File: config.mk
export PLATFORM = sky130hd
export DESIGN_NAME = muldiv_unit
export DESIGN_NICKNAME = d
export VERILOG_FILES = /design/src/rtl/muldiv_pkg.sv /design/src/rtl/muldiv_negate.sv /design/src/rtl/muldiv_unit.sv
export SDC_FILE = /design/constraint.sdc
export NUM_CORES = 1
export LEC_CHECK = 0
export ABC_CLOCK_PERIOD_IN_PS = 14940
export BUFFER_PORTS_ARGS = -buffer_cell sky130_fd_sc_hd__buf_2
export CAP_MARGIN = 25
export CELL_PAD_IN_SITES_DETAIL_PLACEMENT = 1
export CELL_PAD_IN_SITES_GLOBAL_PLACEMENT = 2
export CORE_UTILIZATION = 38
export DETAILED_ROUTE_END_ITERATION = 8
export GPL_ROUTABILITY_DRIVEN = 0
export PLACE_DENSITY = 0.89
export SLEW_MARGIN = 10
export SYNTH_ARGS = -nofsm -noshare
export SYNTH_HDL_FRONTEND = slang
export SYNTH_SLANG_ARGS = --single-unit
export TNS_END_PERCENT = 20
File: constraint.sdc
create_clock -name clk -period 14.94 [get_ports clk]
set_input_delay 2.241 -clock clk [delete_from_list [all_inputs] [get_ports clk]]
set_output_delay 2.241 -clock clk [all_outputs]
set_load 0.005 [all_outputs]
File: src/rtl/muldiv_pkg.sv
// Shared definitions for the iterative RV32M multiply/divide unit: funct3 codes,
// FSM state encoding and small op-classification helpers.
package muldiv_pkg;

    localparam logic [2:0] F3_MUL    = 3'b000;
    localparam logic [2:0] F3_MULH   = 3'b001;
    localparam logic [2:0] F3_MULHSU = 3'b010;
    localparam logic [2:0] F3_MULHU  = 3'b011;
    localparam logic [2:0] F3_DIV    = 3'b100;
    localparam logic [2:0] F3_DIVU   = 3'b101;
    localparam logic [2:0] F3_REM    = 3'b110;
    localparam logic [2:0] F3_REMU   = 3'b111;

    typedef enum logic [1:0] {
        ST_IDLE = 2'b00,
        ST_BUSY = 2'b01,
        ST_DONE = 2'b10
    } state_e;

    function automatic logic is_div_op(input logic [2:0] f3);
        return f3[2];
    endfunction

    // rs1 is treated as signed by MUL, MULH, MULHSU, DIV and REM
    function automatic logic a_is_signed(input logic [2:0] f3);
        return (f3 == F3_MUL) || (f3 == F3_MULH) || (f3 == F3_MULHSU) ||
               (f3 == F3_DIV) || (f3 == F3_REM);
    endfunction

    function automatic logic b_is_signed(input logic [2:0] f3);
        return (f3 == F3_MUL) || (f3 == F3_MULH) || (f3 == F3_DIV) || (f3 == F3_REM);
    endfunction

endpackage

File: src/rtl/muldiv_negate.sv
// Conditional two's-complement negator: val_o = neg_i ? -val_i : val_i.
// Purely combinational.
module muldiv_negate #(
    parameter int W = 32
) (
    input  logic         neg_i,
    input  logic [W-1:0] val_i,
    output logic [W-1:0] val_o
);

    always_comb begin
        val_o = val_i;
        if (neg_i) begin
            val_o = ~val_i + W'(1);
        end
    end

endmodule

File: src/rtl/muldiv_unit.sv
// Iterative RV32M multiply/divide: radix-2 shift-add multiply and restoring divide
// on a shared 2*XLEN shift register. MULDIV_FAST_MUL_EN selects a single-cycle multiplier.
module muldiv_unit
    import muldiv_pkg::*;
#(
    parameter int XLEN  = 32,
    parameter int CNT_W = $clog2(XLEN + 1)
) (
    input  logic            clk,
    input  logic            reset,
    input  logic            start_i,
    input  logic [2:0]      funct3_i,
    input  logic [XLEN-1:0] srca_i,
    input  logic [XLEN-1:0] srcb_i,
    input  logic            flush_i,
    output logic            busy_o,
    output logic            done_o,
    output logic [XLEN-1:0] result_o
);

    state_e              state_q, state_d;
    logic                busy_q, busy_d;
    logic                done_q, done_d;
    logic [XLEN-1:0]     result_q, result_d;
    logic [2:0]          op_q, op_d;
    logic                neg_q, neg_d;
    logic [XLEN-1:0]     opnd_q, opnd_d;
    logic [2*XLEN-1:0]   acc_q, acc_d;
    logic [CNT_W-1:0]    cnt_q, cnt_d;

    // Operand magnitudes and result sign, evaluated at accept
    logic                a_neg, b_neg, b_zero, res_neg;
    logic [XLEN-1:0]     a_mag, b_mag;

    assign a_neg  = a_is_signed(funct3_i) & srca_i[XLEN-1];
    assign b_neg  = b_is_signed(funct3_i) & srcb_i[XLEN-1];
    assign b_zero = (srcb_i == '0);

    muldiv_negate #(.W(XLEN)) u_neg_a (.neg_i(a_neg), .val_i(srca_i), .val_o(a_mag));
    muldiv_negate #(.W(XLEN)) u_neg_b (.neg_i(b_neg), .val_i(srcb_i), .val_o(b_mag));

    // Divide-by-zero quotient must stay all-ones, so suppress its sign fix-up
    always_comb begin
        res_neg = a_neg ^ b_neg;
        if ((funct3_i == F3_DIV) || (funct3_i == F3_DIVU)) begin
            res_neg = (a_neg ^ b_neg) & ~b_zero;
        end else if ((funct3_i == F3_REM) || (funct3_i == F3_REMU)) begin
            res_neg = a_neg;
        end
    end

    // One iteration of either algorithm on the shared accumulator
    logic [XLEN:0]       mul_sum;
    logic [XLEN:0]       rem_sh;
    logic [XLEN:0]       div_diff;
    logic                q_bit;
    logic [2*XLEN-1:0]   mul_step, div_step, step;

    always_comb begin
        mul_sum = {1'b0, acc_q[2*XLEN-1:XLEN]};
        if (acc_q[0]) begin
            mul_sum = {1'b0, acc_q[2*XLEN-1:XLEN]} + {1'b0, opnd_q};
        end
        mul_step = {mul_sum, acc_q[XLEN-1:1]};

        rem_sh   = {acc_q[2*XLEN-1:XLEN], acc_q[XLEN-1]};
        div_diff = rem_sh - {1'b0, opnd_q};
        q_bit    = ~div_diff[XLEN];
        div_step = {(q_bit ? div_diff[XLEN-1:0] : rem_sh[XLEN-1:0]),
                    acc_q[XLEN-2:0], q_bit};

        step = is_div_op(op_q) ? div_step : mul_step;
    end

    // Final sign fix-up spans the full product so MULH* see a correct high half
    logic [2*XLEN-1:0]   fix_in, fix_out;
    logic [XLEN-1:0]     final_res;

    always_comb begin
        fix_in = step;
        if (is_div_op(op_q)) begin
            fix_in = op_q[1] ? {{XLEN{1'b0}}, step[2*XLEN-1:XLEN]}
                             : {{XLEN{1'b0}}, step[XLEN-1:0]};
        end
    end

    muldiv_negate #(.W(2*XLEN)) u_neg_res (.neg_i(neg_q), .val_i(fix_in), .val_o(fix_out));

    assign final_res = ((op_q == F3_MUL) || is_div_op(op_q)) ? fix_out[XLEN-1:0]
                                                             : fix_out[2*XLEN-1:XLEN];

`ifdef MULDIV_FAST_MUL_EN
    logic [2*XLEN-1:0]   fast_a, fast_b, fast_prod;
    logic [XLEN-1:0]     fast_res;

    always_comb begin
        fast_a    = {{XLEN{a_neg}}, srca_i};
        fast_b    = {{XLEN{b_neg}}, srcb_i};
        fast_prod = fast_a * fast_b;
        fast_res  = (funct3_i == F3_MUL) ? fast_prod[XLEN-1:0] : fast_prod[2*XLEN-1:XLEN];
    end
`endif

    logic accept;
    assign accept = start_i && !flush_i;

    always_comb begin
        state_d  = state_q;
        busy_d   = busy_q;
        done_d   = 1'b0;
        result_d = result_q;
        op_d     = op_q;
        neg_d    = neg_q;
        opnd_d   = opnd_q;
        acc_d    = acc_q;
        cnt_d    = cnt_q;

        case (state_q)
            ST_BUSY: begin
                if (flush_i) begin
                    state_d = ST_IDLE;
                    busy_d  = 1'b0;
                end else begin
                    acc_d = step;
                    cnt_d = cnt_q - CNT_W'(1);
                    if (cnt_q == CNT_W'(1)) begin
                        state_d  = ST_DONE;
                        busy_d   = 1'b0;
                        done_d   = 1'b1;
                        result_d = final_res;
                    end
                end
            end
            default: begin
                state_d = ST_IDLE;
                busy_d  = 1'b0;
                if (accept) begin
                    state_d = ST_BUSY;
                    busy_d  = 1'b1;
                    op_d    = funct3_i;
                    neg_d   = res_neg;
                    cnt_d   = CNT_W'(XLEN);
                    if (is_div_op(funct3_i)) begin
                        opnd_d = b_mag;
                        acc_d  = {{XLEN{1'b0}}, a_mag};
                    end else begin
                        opnd_d = a_mag;
                        acc_d  = {{XLEN{1'b0}}, b_mag};
                    end
`ifdef MULDIV_FAST_MUL_EN
                    if (!is_div_op(funct3_i)) begin
                        state_d  = ST_DONE;
                        busy_d   = 1'b0;
                        done_d   = 1'b1;
                        cnt_d    = '0;
                        result_d = fast_res;
                    end
`endif
                end
            end
        endcase
    end

    always_ff @(posedge clk) begin
        if (reset) begin
            state_q  <= ST_IDLE;
            busy_q   <= 1'b0;
            done_q   <= 1'b0;
            result_q <= '0;
            op_q     <= '0;
            neg_q    <= 1'b0;
            opnd_q   <= '0;
            acc_q    <= '0;
            cnt_q    <= '0;
        end else begin
            state_q  <= state_d;
            busy_q   <= busy_d;
            done_q   <= done_d;
            result_q <= result_d;
            op_q     <= op_d;
            neg_q    <= neg_d;
            opnd_q   <= opnd_d;
            acc_q    <= acc_d;
            cnt_q    <= cnt_d;
        end
    end

    assign busy_o   = busy_q;
    assign done_o   = done_q;
    assign result_o = result_q;

endmodule

# After elaboration in Yosys (flattened, before gate mapping)
# Cells that the tools add are included.
[word_totals] regBits=142 elab_cells=83 output_inout_bits=34
[op_classes] eq_ne=10 reduce_logical=19 muxes=28 n_bitwise=11 addsub=6
[op_table] op="64-bit 2-to-1 mux" n=6
[op_table] op="32-bit 2-to-1 mux" n=7
[op_table] op="32-bit by 1-bit adder with 32-bit output, second input constant" n=2
[op_table] op="64-bit by 1-bit adder with 64-bit output, second input constant" n=1
[op_table] op="32-bit inverter" n=2
[op_table] op="64-bit inverter" n=1
[op_table] op="32-bit by 32-bit adder with 33-bit output" n=1
[op_table] op="33-bit 2-to-1 mux" n=1
[op_table] op="33-bit by 32-bit subtractor with 33-bit output" n=1
[op_table] op="32-bit zero test" n=1
[op_table] op="6-bit 2-to-1 mux" n=3
[op_table] op="3-bit equality test, second input constant" n=4
[op_table] op="1-bit logical OR" n=9
[op_table] op="1-bit 2-to-1 mux" n=8
[op_table] op="6-bit by 1-bit equality test with 1-bit output, second input constant" n=1
[op_table] op="3-bit zero test" n=2
[op_table] op="2-bit 2-to-1 mux" n=3
[op_table] op="6-bit by 1-bit subtractor with 6-bit output, second input constant" n=1
[op_table] op="1-bit inverter" n=4
[op_table] op="2-bit AND reduction" n=2
[op_table] op="1-bit bitwise AND" n=3
[op_table] op="3-bit by 1-bit equality test with 1-bit output, second input constant" n=1
[op_table] op="3-bit by 2-bit equality test with 1-bit output, second input constant" n=1
[op_table] op="3-bit inequality test, second input constant" n=1
[op_table] op="other kinds (8)" n=8

# Longest topological paths before layout
# Gate-level depths: netlist of the first run.
[logic_depth] word_depth=10 depth_mapped=26

# By module
# From an unflattened synthesis of the first run, not the netlist that was laid out.
[hier_totals] cells_unflattened=1945 area_unflattened_um2=15112.0
[by_module_without_submodules] module="muldiv_unit" instances=1 cells_each=1541 area_each_um2=11908.9 seq_area_each_um2=2822.7
[by_module_without_submodules] module="muldiv_negate at u_neg_res" instances=1 cells_each=206 area_each_um2=1649.1 seq_area_each_um2=0.0
[by_module_without_submodules] module="muldiv_negate at u_neg_a ..." instances=2 cells_each=99 area_each_um2=777.0 seq_area_each_um2=0.0

# Least setup slack after synthesis of the first run
# No wires, ideal clock.
[synth_path] path_type="register to register" start="register acc_q[31]" end="register result_q[22] (netlist: result_o[22])" t_required_ps=14845 setup_slack_ps=9502 arrival_ps=5343 stages_incl_launch_ff=27 synth_period_minus_slack_ps=5438 cell_sequence="dfxtp_1 > inv_1 > ha_1 > inv_1 > fa_1 > a211oi_1 > o211ai_1 > nand4_1 > a31oi_1 > o211ai_2 > buf_4 > buf_4 > clkbuf_1 > clkbuf_1 > o21ai_0 > nand2_1 > a21oi_1 > a21oi_1 > ha_1 > nand3_1 > o21ai_0 > and4bb_2 > nand3_4 > or4_4 > o21ai_0 > xor2_1 > a221oi_1"
[synth_between] elab_chain_cells=9
[synth_lines] element="from (decl)" line="muldiv_unit.sv:28" source="logic [2*XLEN-1:0] acc_q, acc_d;"
[synth_lines] element="from (signal assigned)" line="muldiv_unit.sv:173" source="acc_q <= '0;"
[synth_lines] element="from (signal assigned)" line="muldiv_unit.sv:183" source="acc_q <= acc_d;"
[synth_lines] element="33-bit by 32-bit subtractor with 33-bit output" line="muldiv_unit.sv:67" source="div_diff = rem_sh - {1'b0, opnd_q};"
[synth_lines] element="32-bit 2-to-1 mux or 1-bit inverter (tied branches)" line="muldiv_unit.sv:69, muldiv_unit.sv:68"
[synth_lines] element="64-bit 2-to-1 mux (*)" line="muldiv_unit.sv:72" source="step = is_div_op(op_q) ? div_step : mul_step;"
[synth_lines] element="32-bit 2-to-1 mux" line="muldiv_unit.sv:82" source="fix_in = op_q[1] ? {{XLEN{1'b0}}, step[2*XLEN-1:XLEN]}"
[synth_lines] element="64-bit 2-to-1 mux (*)" line="muldiv_unit.sv:81" source="if (is_div_op(op_q)) begin"
[synth_lines] element="64-bit inverter" line="muldiv_negate.sv:14" source="val_o = ~val_i + W'(1);"
[synth_lines] element="64-bit by 1-bit adder with 64-bit output" line="muldiv_negate.sv:14"
[synth_lines] element="64-bit 2-to-1 mux (*)" line="muldiv_negate.sv:13" source="if (neg_i) begin"
[synth_lines] element="32-bit 2-to-1 mux (*)" line="muldiv_unit.sv:89" source="assign final_res = ((op_q == F3_MUL) || is_div_op(op_q)) ? fix_out[XLEN-1:0]"
[synth_lines] element="to (signal assigned)" line="muldiv_unit.sv:179" source="result_q <= result_d;"
[synth_lines] element="to (decl)" line="muldiv_unit.sv:24" source="logic [XLEN-1:0] result_q, result_d;"
# Every way passes the cells marked *; elsewhere a longest branch is shown, timed or not.
# A chain may end at the register's enable or synchronous reset.

# Worst setup path after layout of the first run
[layout_path] start="register acc_q[31]" end="register result_q[2] (netlist: result_o[2])"
# The elaborated chain is that of the path after synthesis.

==> results of run 1 <==
-- through the flow --
| stage | hold slack (ns) | util, % | cell area [sq um] |
|---|---|---|---|
| 6_report | 0.4544 | 42.07 | 17180 |
| 5_1_grt | 0.4897 | 42.07 | 17180 |
| 4_1_cts | 0.4605 | 42.07 | 17180 |
| 3_5_place_dp | 0.4471 | 40.52 | 16550 |
| 3_3_place_gp | 0.4395 | 40.52 | 16550 |
| 2_1_floorplan | 0.4452 | - | 15700 |
-- synthesized netlist by cell type, types with 65 or more instances --
master    instances  area (sq um)
a21oi_1         235          1176
mux2i_1          70         700.7
nor2_1          278          1044
a211oi_1         69         518.0
dfxtp_1         141          2823
ha_1             69         863.3
nor3_1           74         370.4
xnor2_1          65         569.3
o21ai_0         164         820.8
clkbuf_1        142         533.0
nand2_1         294          1104
inv_1            68         255.2
-- cell families after synthesis --
kind of cell	after synthesis
AND/OR/NAND/NOR	912
flip-flops	141
multiplexers	83
buffers and inverters	226
XOR/XNOR	121
AO/OA/AOI/OAI	753
adder cells (fa/ha/maj)	71
-- flip-flops by register name, indices dropped and copies added, names as in the netlist --
name and flops:
done_o 1, op_q 3, result_o 32, acc_q 64, state_q 2, neg_q 1
opnd_q 32, cnt_q 6
-- worst max-delay path by stage --
stage | from | to | slack (ns) | cells past startpoint
2_1_floorplan | acc_q[31] | result_o[22] | 9.50 | 26
3_3_place_gp | acc_q[31] | result_o[2] | 9.08 | 23
3_5_place_dp | acc_q[31] | result_o[28] | 8.87 | 23
4_1_cts | acc_q[31] | result_o[28] | 8.82 | 23
5_1_grt | acc_q[31] | result_o[28] | 8.14 | 23
6_report | acc_q[31] | result_o[2] | 8.67 | 23
-- power groups by stage --
stage	sequential [mW]	clock [mW]	combinational, mW
after detailed placement	0.417	0	0.435
after floorplan	0.407	0	0.299
after global placement	0.416	0	0.424
final	0.409	0.485	0.447
after global routing	0.410	0.501	0.482
after CTS	0.408	0.486	0.437
-- cell type report --
cell class	count	area, sq um	share of cell area, %
clock buffers	20	446.7	2.600
clock inverters	12	185.2	1.078
inverters	68	255.2	1.486
multi-input cells	1940	12010	69.92
flip-flops and latches	141	2828	16.46
well taps	532	665.6	3.875
repair buffers	139	785.8	4.574
-- cell usage in the layout, fill, tap and decap left out, types with 36 or more instances in the layout --
cell type  synthesis  final
nor3_1            74     74
inv_1             68     68
xor2_1            56     56
xnor2_1           65     65
o21ai_0          164    164
a21oi_1          235    235
nand2_1          294    293
nor2_1           278    276
mux2i_1           70     70
buf_2              6    103
a211oi_1          69     69
ha_1              69     69
o211ai_1          38     38
buf_4              2     36
nand3_1           41     41
dfxtp_1          141    139
-- per-layer routing --
metal  vias up  wire (um)
li1       8435          -
met1      8944      29650
met2       652      31810
met3       162       4169
met4         0       3954
met5         -          0
-- worst reg2reg max path, delay by kind of cell, from the launching register on --
kind,cells,cell delay (ns)
flip-flops,1,0.34
adder cells (fa/ha/maj),3,0.91
buffers and inverters,3,0.70
XOR/XNOR,1,0.17
AND/OR/NAND/NOR,6,1.74
AO/OA/AOI/OAI,10,2.35
==> out/metrics.cfg, run 1 <==
[status]
outcome=complete, no violations

[global_route]
gr-usage-met3_pct=5.005
grt_pass1_vias=18110
overflow=0
grt_pass1_wl_um=106800
grtUsageTotal_pct=32.99
antenna_found_initial=0
grt_max_degree=74
gr-usage-met2_pct=53.63
top_usage_layer=met2
grt_util_met1_pct=41.65

[sta]
setup_tns_ns=0
hold_viol=0
setup_viol_count_final=0
fin_ws_ns=8.669
period_share_pct=41.98
drv_slew=0
slew_headroom_pct=23.93
rsz0062_at_grt=no
min_period_ns=6.271
fmax_ghz=0.1595
skew_ns=0.01716
worst_pin_slew_ns=1.129

[route]
wl_um=69590
ant_nets=0
wl_per_cell_um=24.40
drtIter0Drc=1516
dr.pass1.iters=6
vias_per_cell=6.379
dr_total_vias=18190
drc_errors=0

[power_and_ir_drop]
p_seq_share_pct=30.5
p_total_mw=1.341
vdd_drop_max_mv=0.08678
p_sw_share_pct=39.02
leakagePower_nw=6.591
p_comb_share_pct=33.4
p_int_mw=0.8177
p_sw_mw=0.5233
power.density_nw_per_um2=78.07
clkPwrFrac_pct=36.1

[hold_path]
min_from=result_o[26]
hold_path.class=flip-flop to flip-flop
hold_path_depth=2
min_to=result_o[26]

[critical_path]
critPathKind=flip-flop to flip-flop
crit_arrival_ns=6.66
path_cells=inv_1 -> ha_1 -> inv_1 -> fa_1 -> a211oi_1 -> o211ai_1 -> nand4_1 -> a31oi_1 -> o211ai_4 -> buf_4 -> o21ai_0 -> nand2_1 -> a21oi_1 -> a21oi_1 -> ha_1 -> nand3_1 -> o21ai_0 -> and4bb_2 -> nand3_4 -> nor4_1 -> a21oi_1 -> xnor2_1 -> a211oi_1
crit_family=compound AO/OA/AOI/OAI gates
reg2reg_depth=23
end_kind=flip-flop
path_buf_inv=3
worstPathMaxFanout=50
reg2reg_to=result_o[2]
rrSetupSlack_ns=8.67
critPathLaunchType=flip-flop
cpMostUsedCell=a21oi_1
r2r-start=acc_q[31]
cp_data_required_time_ns=15.32
cp_slowest_stage_delay_ns=0.64
critPathSlowestCell=nor4_1

[clock_tree]
clock_sinks=141
cts_max_path_buffers=2
cts_resized=0
root_buffer=clkbuf_16
postCtsSetupRepairBufs=0
cts-hold-fix-buffers=0
numCtsBuffers=17
cts.htree.levels=4
path_clk_slew_ns=0.07
cts_tree=built
clock_latency_ns=0.47

[yosys]
synth.avg_cell_area_sq_um=6.805
syn_nets=2449
synthMuxAreaShare_pct=5.451
synth_simple_gate_area_share_pct=27.62
synth_edf_count=0
synth_adder_area_share_pct=5.754
synth.distinct_cells=96
syn_area_sq_um=15700
async_flop_share_pct=0
synth_compound_area_share_pct=30.75
ys_ff_latch=141
seq_area_frac_synth_pct=17.98
synthFlopType=dfxtp_1
synth_xor_area_share_pct=6.750
yosys_warnings=0
synth_top_family_by_area=compound AO/OA/AOI/OAI gates
syn-instance-count=2307

[cells_and_area]
nets=2449
insertedDiodeCount=0
syn_to_final_growth_pct=9.412
fin_cells=2852
drive_gt1_share_pct=10.09
n_fill_cell=5284

[placed_design]
place_inst=2820
place_ws_ns=8.868
hpwl_um=53570
io_buffers=104

[die]
pin_count=105
die_area_sq_um=42130
die_h_um=205.3
initial_core_util_pct=38.45
num_rows=74
core-area_sq_um=40830
die_width_um=205.3

[flow_run]
maxCapViolCount=0

Power figures use the tool's default switching activity.
==> run 2: changes to the inputs <==
ABC_AREA = 1   (was not set)
ABC_CLOCK_PERIOD_IN_PS = 6300   (was 14940)
CORE_UTILIZATION = 33   (was 38)
PLACE_DENSITY = 0.85   (was 0.89)
clock period = 6.3 ns   (was 14.94 ns; I/O delays follow)
==> run 2 against run 1 <==
Synthesized cell count increased by 31%. Largest power group is now combinational cells. Critical path depth grew 4. Hold slack improved by 0.0077 ns. Routed wire length grew 13%. Largest cell class unchanged.
==> out/metrics.cfg, run 2 <==
[cells_and_area]
layout_commonest_cell=nand2_1  ; unchanged
largest_reg_flops=64  ; unchanged
insertedDiodeCount=0  ; unchanged
drive_gt1_share_pct=10.82  ; was 10.09%
layout.cells.most_common_list=nand2_1 (974), inv_1 (424), nor2_1 (244), nand3_1 (199), a21oi_1 (187)  ; was nand2_1 (293), nor2_1 (276), a21oi_1 (235), o21ai_0 (164), dfxtp_1 (139)
syn_to_final_growth_pct=9.883  ; was 9.412%
final_area_sq_um=18450  ; was 17180 sq um
fin_util_pct=36.77  ; was 42.07%
nets=3198  ; was 2449
top_register=acc_q  ; unchanged
fin_cells=3741  ; was 2852

[die]
die_h_um=227.5  ; was 205.3 um
die_width_um=227.5  ; was 205.3 um
pin_count=105  ; unchanged
num_rows=82  ; was 74
core-area_sq_um=50170  ; was 40830 sq um
initial_core_util_pct=33.46  ; was 38.45%
die_area_sq_um=51780  ; was 42130 sq um

[yosys]
synth_top_cell_by_area=nand2_1  ; was dfxtp_1
yosys_warnings=0  ; unchanged
synth_adder_area_share_pct=5.381  ; was 5.754%
async_flop_share_pct=0  ; unchanged
yosys-top-cells-area=nand2_1 (22%), dfxtp_1 (17%), inv_1 (9.5%)  ; was dfxtp_1 (18%), a21oi_1 (7.5%), nand2_1 (7.0%)
synth_top_family_by_area=simple AND/OR/NAND/NOR gates  ; was compound AO/OA/AOI/OAI gates
synthMuxAreaShare_pct=0  ; was 5.451%
synth_simple_gate_area_share_pct=43.79  ; was 27.62%
synth_xor_area_share_pct=4.643  ; was 6.750%
syn_area_sq_um=16790  ; was 15700 sq um
syn-instance-count=3014  ; was 2307
synth.distinct_cells=56  ; was 96
synth_most_common_cell=nand2_1  ; unchanged
synth_common_cells=nand2_1 (974), inv_1 (424), nor2_1 (246)  ; was nand2_1 (294), nor2_1 (278), a21oi_1 (235)
ys_ff_latch=141  ; unchanged
seq_area_frac_synth_pct=16.81  ; was 17.98%
synth.avg_cell_area_sq_um=5.570  ; was 6.805 sq um
synth_compound_area_share_pct=16.69  ; was 30.75%
synthFlopType=dfxtp_1  ; unchanged
synth_edf_count=0  ; unchanged
synth_top_area_share_pct=21.78  ; was 17.98%
syn_nets=3156  ; was 2449

[sta]
fmax_ghz=0.2230  ; was 0.1595 GHz
slew_headroom_pct=34.15  ; was 23.93%
fin_ws_ns=1.816  ; was 8.669 ns
setup_tns_ns=0  ; unchanged
whs_ns=0.4621  ; was 0.4544 ns
drv_slew=0  ; unchanged
setup_viol_count_final=0  ; unchanged
min_period_ns=4.484  ; was 6.271 ns
rsz0062_at_grt=no  ; unchanged
hold_viol=0  ; unchanged
skew_ns=0.01476  ; was 0.01716 ns
worst_pin_slew_ns=0.9803  ; was 1.129 ns
period_share_pct=71.18  ; was 41.98%

[global_route]
grt_pass1_vias=20030  ; was 18110
grt_pass1_wl_um=118900  ; was 106800 um
overflow=0  ; unchanged
antenna_found_initial=0  ; unchanged
grt_max_degree=74  ; unchanged
grtUsageTotal_pct=30.65  ; was 32.99%

[clock_tree]
clock_latency_ns=0.46  ; was 0.47 ns
path_clk_slew_ns=0.07  ; about the same
clock_sinks=141  ; unchanged
cts_tree=built  ; unchanged
postCtsSetupRepairBufs=0  ; unchanged
root_buffer=clkbuf_16  ; unchanged
cts_max_path_buffers=2  ; unchanged
cts_resized=0  ; unchanged
cts.htree.levels=4  ; unchanged
numCtsBuffers=17  ; unchanged
cts-hold-fix-buffers=0  ; unchanged

[critical_path]
rrSetupSlack_ns=1.82  ; was 8.67 ns
reg2reg_depth=27  ; was 23
cp_data_required_time_ns=6.60  ; was 15.32 ns
critPathLaunchType=flip-flop  ; unchanged
r2r-start=opnd_q[23]  ; was acc_q[31]
critPathKind=flip-flop to flip-flop  ; unchanged
crit_arrival_ns=4.79  ; was 6.66 ns
reg2reg_to=result_o[2]  ; unchanged
end_kind=flip-flop  ; unchanged
worstPathMaxFanout=31  ; was 50

[placed_design]
place_ws_ns=1.911  ; was 8.868 ns
io_buffers=104  ; unchanged
place_inst=3709  ; was 2820
hpwl_um=64790  ; was 53570 um
place_area_sq_um=17890  ; was 16550 sq um

[power_and_ir_drop]
vdd_drop_max_mv=0.2468  ; was 0.08678 mV
power.density_nw_per_um2=195.2  ; was 78.07 nW/um^2
p_total_mw=3.600  ; was 1.341 mW
leakagePower_nw=9.376  ; was 6.591 nW

[status]
outcome=complete, no violations  ; unchanged

[hold_path]
min_to=result_o[23]  ; was result_o[26]
min_from=result_o[23]  ; was result_o[26]
hold_path_depth=2  ; unchanged
hold_path.class=flip-flop to flip-flop  ; unchanged

[route]
dr_total_vias=20070  ; was 18190
drc_errors=0  ; unchanged
wl_um=78810  ; was 69590 um
dr.pass1.iters=6  ; unchanged
drtIter0Drc=1519  ; was 1516
ant_nets=0  ; unchanged
vias_per_cell=5.366  ; was 6.379
wl_per_cell_um=21.07  ; was 24.40 um

[flow_run]
maxCapViolCount=0  ; unchanged

run 2: changes by cell type in the layout (fill, tap and decap cells not counted), sizes merged, moves of 27 or more:
cell,previous run,this run
a211oi,69,1
a21o,30,3
a21oi,235,196
inv,71,441
mux2i,72,0
nand2,295,1038
nand3,43,231
nor3,77,39
o31ai,30,2
xnor2,65,32
run 2: cells by family (layout without fill, tap and decap cells):
logic type      Yosys count  after routing
simple gates           1672           1672
flops                   141            141
compound gates          494            494
xor+xnor                 89             89
buf+inv                 547            602
fa+ha+maj                71             71
run 2: power by group:
group          switching (mW)  total, mW  internal, mW
clock network           0.485       1.02         0.533
registers              0.0427      0.974         0.931
logic                    1.17       1.61         0.441
run 2: cell type report:
type	count	area (sq um)
sequential	141	2825
timing repair buffer	128	720.7
fill	7007	31720
tap	672	840.8
clock inverter	12	100.1
multi-input combinational	2326	11840
inverter	442	1659
clock buffer	20	456.7
run 2: metal layers:
| metal | up-vias | global-route usage [%] | routed length, um |
|---|---|---|---|
| li1 | 9722 | - | - |
| met1 | 9673 | 39.08 | 34740 |
| met2 | 536 | 50.82 | 36430 |
| met3 | 143 | 3.846 | 3800 |
| met4 | 0 | 15.02 | 3831 |
| met5 | - | 0 | 0 |
run 2: worst max-delay path by stage:
stage | to | cells past startpoint | from
after CTS | result_o[2] | 29 | acc_q[31]
after detailed placement | result_o[2] | 29 | acc_q[31]
after global routing | result_o[2] | 27 | opnd_q[23]
after global placement | result_o[2] | 27 | opnd_q[17]
final | result_o[2] | 27 | opnd_q[23]
after floorplan | result_o[16] | 31 | acc_q[31]
run 2: critical path, cell delays in order (launching register included):
cell and delay, ns:
dfxtp_1 0.51, inv_1 0.08, ha_1 0.38, nand2_1 0.10
nand2_1 0.05, inv_1 0.09, nand2_1 0.08, inv_1 0.06
nand2_1 0.11, a21oi_4 0.25, nand3_2 0.19, nand2_4 0.35
nand2_1 0.08, o21ai_1 0.13, nand4_1 0.14, nand2_1 0.16
ha_1 0.19, nand2_1 0.10, nor2_4 0.15, nand3_1 0.16
nor2_2 0.24, nand2_2 0.11, nand2_4 0.13, nand2_1 0.08
nand2_1 0.06, nand3_1 0.11, nand3_1 0.14, a21oi_1 0.08
==> run 3: changes to the inputs <==
ABC_CLOCK_PERIOD_IN_PS = 3900   (was 6300)
CORE_UTILIZATION = 30   (was 33)
PLACE_DENSITY = 0.82   (was 0.85)
clock period = 3.9 ns   (was 6.3 ns; I/O delays follow)
==> run 3 against run 2 <==
Count of clock-buffer cells in the layout down 2. Flip-flop and latch count unchanged. Core utilization up 1.6 points. Largest power group unchanged. The run now ends with setup timing left. Highest routed layer is now met5. First-iteration DRC count up 0.86%. Non-clock buffer count up 238. Cell count up 8.4%. Global-route usage down 0.98 points. Routed wire length up 8.7%. Register-to-register slack worse by 1.9 ns. Via count up 6.3%.
==> out/metrics.cfg, run 3 (same netlist as run 2, synthesis figures left out) <==
[status]
outcome=finished with violations  ; was complete, no violations
violations=setup timing

[cells_and_area]
syn_to_final_growth_pct=26.31  ; was 9.883%
layout_commonest_cell=nand2_1  ; unchanged
fin_cells=4056  ; was 3741
final_area_sq_um=21200  ; was 18450 sq um
drive_gt1_share_pct=21.46  ; was 10.82%
seq_area_sq_um=2848  ; was 2825 sq um
insertedDiodeCount=0  ; unchanged
multi_input_area_sq_um=12580  ; was 11840 sq um
fin_util_pct=38.41  ; was 36.77%
layout.cells.most_common_list=nand2_1 (935), inv_1 (420), buf_4 (252), nor2_1 (226), nand3_1 (177)  ; was nand2_1 (974), inv_1 (424), nor2_1 (244), nand3_1 (199), a21oi_1 (187)
largest_reg_flops=64  ; unchanged
top_register=acc_q  ; unchanged
n_fill_cell=7517  ; was 7007
nets=3437  ; was 3198

[die]
core-area_sq_um=55200  ; was 50170 sq um
die_width_um=238.6  ; was 227.5 um
pin_count=105  ; unchanged
die_area_sq_um=56910  ; was 51780 sq um
num_rows=86  ; was 82
die_h_um=238.6  ; was 227.5 um
initial_core_util_pct=30.41  ; was 33.46%

[clock_tree]
path_clk_slew_ns=0.07  ; about the same
clock_sinks=141  ; unchanged
clock_latency_ns=0.51  ; was 0.46 ns
numCtsBuffers=17  ; unchanged
cts_max_path_buffers=2  ; unchanged
cts.htree.levels=4  ; unchanged
cts_tree=built  ; unchanged
root_buffer=clkbuf_16  ; unchanged

[placed_design]
place_area_sq_um=19510  ; was 17890 sq um
hpwl_um=69470  ; was 64790 um
place_inst=3984  ; was 3709
io_buffers=104  ; unchanged

[critical_path]
worstPathMaxFanout=6  ; was 31
critPathKind=flip-flop to flip-flop  ; unchanged
cp_data_required_time_ns=4.34  ; was 6.60 ns
critPathLaunchType=flip-flop  ; unchanged
end_kind=flip-flop  ; unchanged
crit_arrival_ns=4.42  ; was 4.79 ns

[route]
vias_per_cell=5.259  ; was 5.366
drtIter0Drc=1532  ; was 1519
wl_um=85640  ; was 78810 um
drc_errors=0  ; unchanged
wl_per_cell_um=21.11  ; was 21.07 um
dr.pass1.iters=5  ; was 6
ant_nets=0  ; unchanged
dr_total_vias=21330  ; was 20070

[power_and_ir_drop]
leakagePower_nw=10.66  ; was 9.376 nW
vdd_drop_max_mv=0.3040  ; was 0.2468 mV
power.density_nw_per_um2=312.9  ; was 195.2 nW/um^2
p_total_mw=6.634  ; was 3.600 mW

[global_route]
grtUsageTotal_pct=29.67  ; was 30.65%
overflow=0  ; unchanged
grt_pass1_wl_um=126700  ; was 118900 um
grt_max_degree=67  ; was 74
grt_pass1_vias=21260  ; was 20030
antenna_found_initial=3  ; was 0

[sta]
skew_ns=0.01216  ; was 0.01476 ns
slew_headroom_pct=32.93  ; was 34.15%
worst_pin_slew_ns=1.006  ; was 0.9803 ns
drv_slew=0  ; unchanged
whs_ns=0.4100  ; was 0.4621 ns
setup_viol_count_final=12  ; was 0
fmax_ghz=0.2512  ; was 0.2230 GHz
hold_viol=0  ; unchanged
min_period_ns=3.982  ; was 4.484 ns
fin_ws_ns=-0.08157  ; was 1.816 ns
period_share_pct=102.1  ; was 71.18%
rsz0062_at_grt=yes  ; was no

[hold_path]
hold_path.class=input pin to flip-flop  ; was flip-flop to flip-flop

[flow_run]
maxCapViolCount=0  ; unchanged

-- run 3: critical path, cell delays in order, from the launching register on --
cell     delay, ns
dfxtp_1       0.37
inv_1         0.09
ha_1          0.33
a21oi_1       0.23
nand2_1       0.10
nand2_1       0.06
nand2_1       0.10
a21oi_4       0.29
nand3_4       0.21
nand2_8       0.17
nand2_4       0.06
o21ai_4       0.06
nand4_1       0.16
nand2_2       0.16
ha_4          0.16
nand2_4       0.05
nor2_4        0.13
nand2_2       0.10
nor2_4        0.24
buf_6         0.14
nand4_1       0.11
nand2_2       0.12
buf_6         0.11
xor2_1        0.13
nand2_1       0.07
a21oi_1       0.15
-- run 3: per-layer routing --
metal / track usage (%) / wire [um] / vias up
met3: 4.065 / 4675 / 201
met4: 15.75 / 4967 / 4
li1: - / - / 10210
met1: 37.84 / 36940 / 10220
met5: 0 / 26 / -
met2: 48.41 / 39030 / 694
-- run 3: timing repair --
action / in CTS / in global routing
pin swaps: 13 / 64
setup endpoints to repair: 27 / 32
resized for setup: 37 / 156
hold endpoints to repair: 0 / 0
hold buffers: 0 / 0
buffers inserted: 18 / 21
cloned: 1 / 1
-- run 3: final timing paths --
check / start / to / slack [ns] / cells after the start
worst min register to register: result_o[19] / result_o[19] / 0.47 / 2
worst min-delay path: srca_i[0] / opnd_q[0] / 0.41 / 3
worst max-delay path: opnd_q[27] / result_o[12] / -0.08 / 25
worst max register to register: opnd_q[27] / result_o[12] / -0.08 / 25
-- run 3: stage by stage --
stage / setup WS [ns] / TNS [ns]
after floorplan: 0.4417 / 0
after global placement: -0.1689 / -0.5517
after detailed placement: -0.2627 / -2.360
after CTS: 0.003462 / 0
after global routing: -0.2788 / -5.765
final: -0.08157 / -0.3977
-- run 3: area by class of cell --
cell class / count / area share [%]
Clock inverter: 14 / 0.8025
Tap cell: 748 / 4.414
Sequential cell: 141 / 13.43
Timing Repair Buffer: 366 / 12.14
Inverter: 442 / 7.848
Multi-Input combinational cell: 2327 / 59.34
Clock buffer: 18 / 2.024
-- run 3: where the power goes --
| part | internal [mW] | switching (mW) |
|---|---|---|
| Sequential | 1.51 | 0.0624 |
| Clock | 0.964 | 0.828 |
| Combinational | 1.13 | 2.14 |
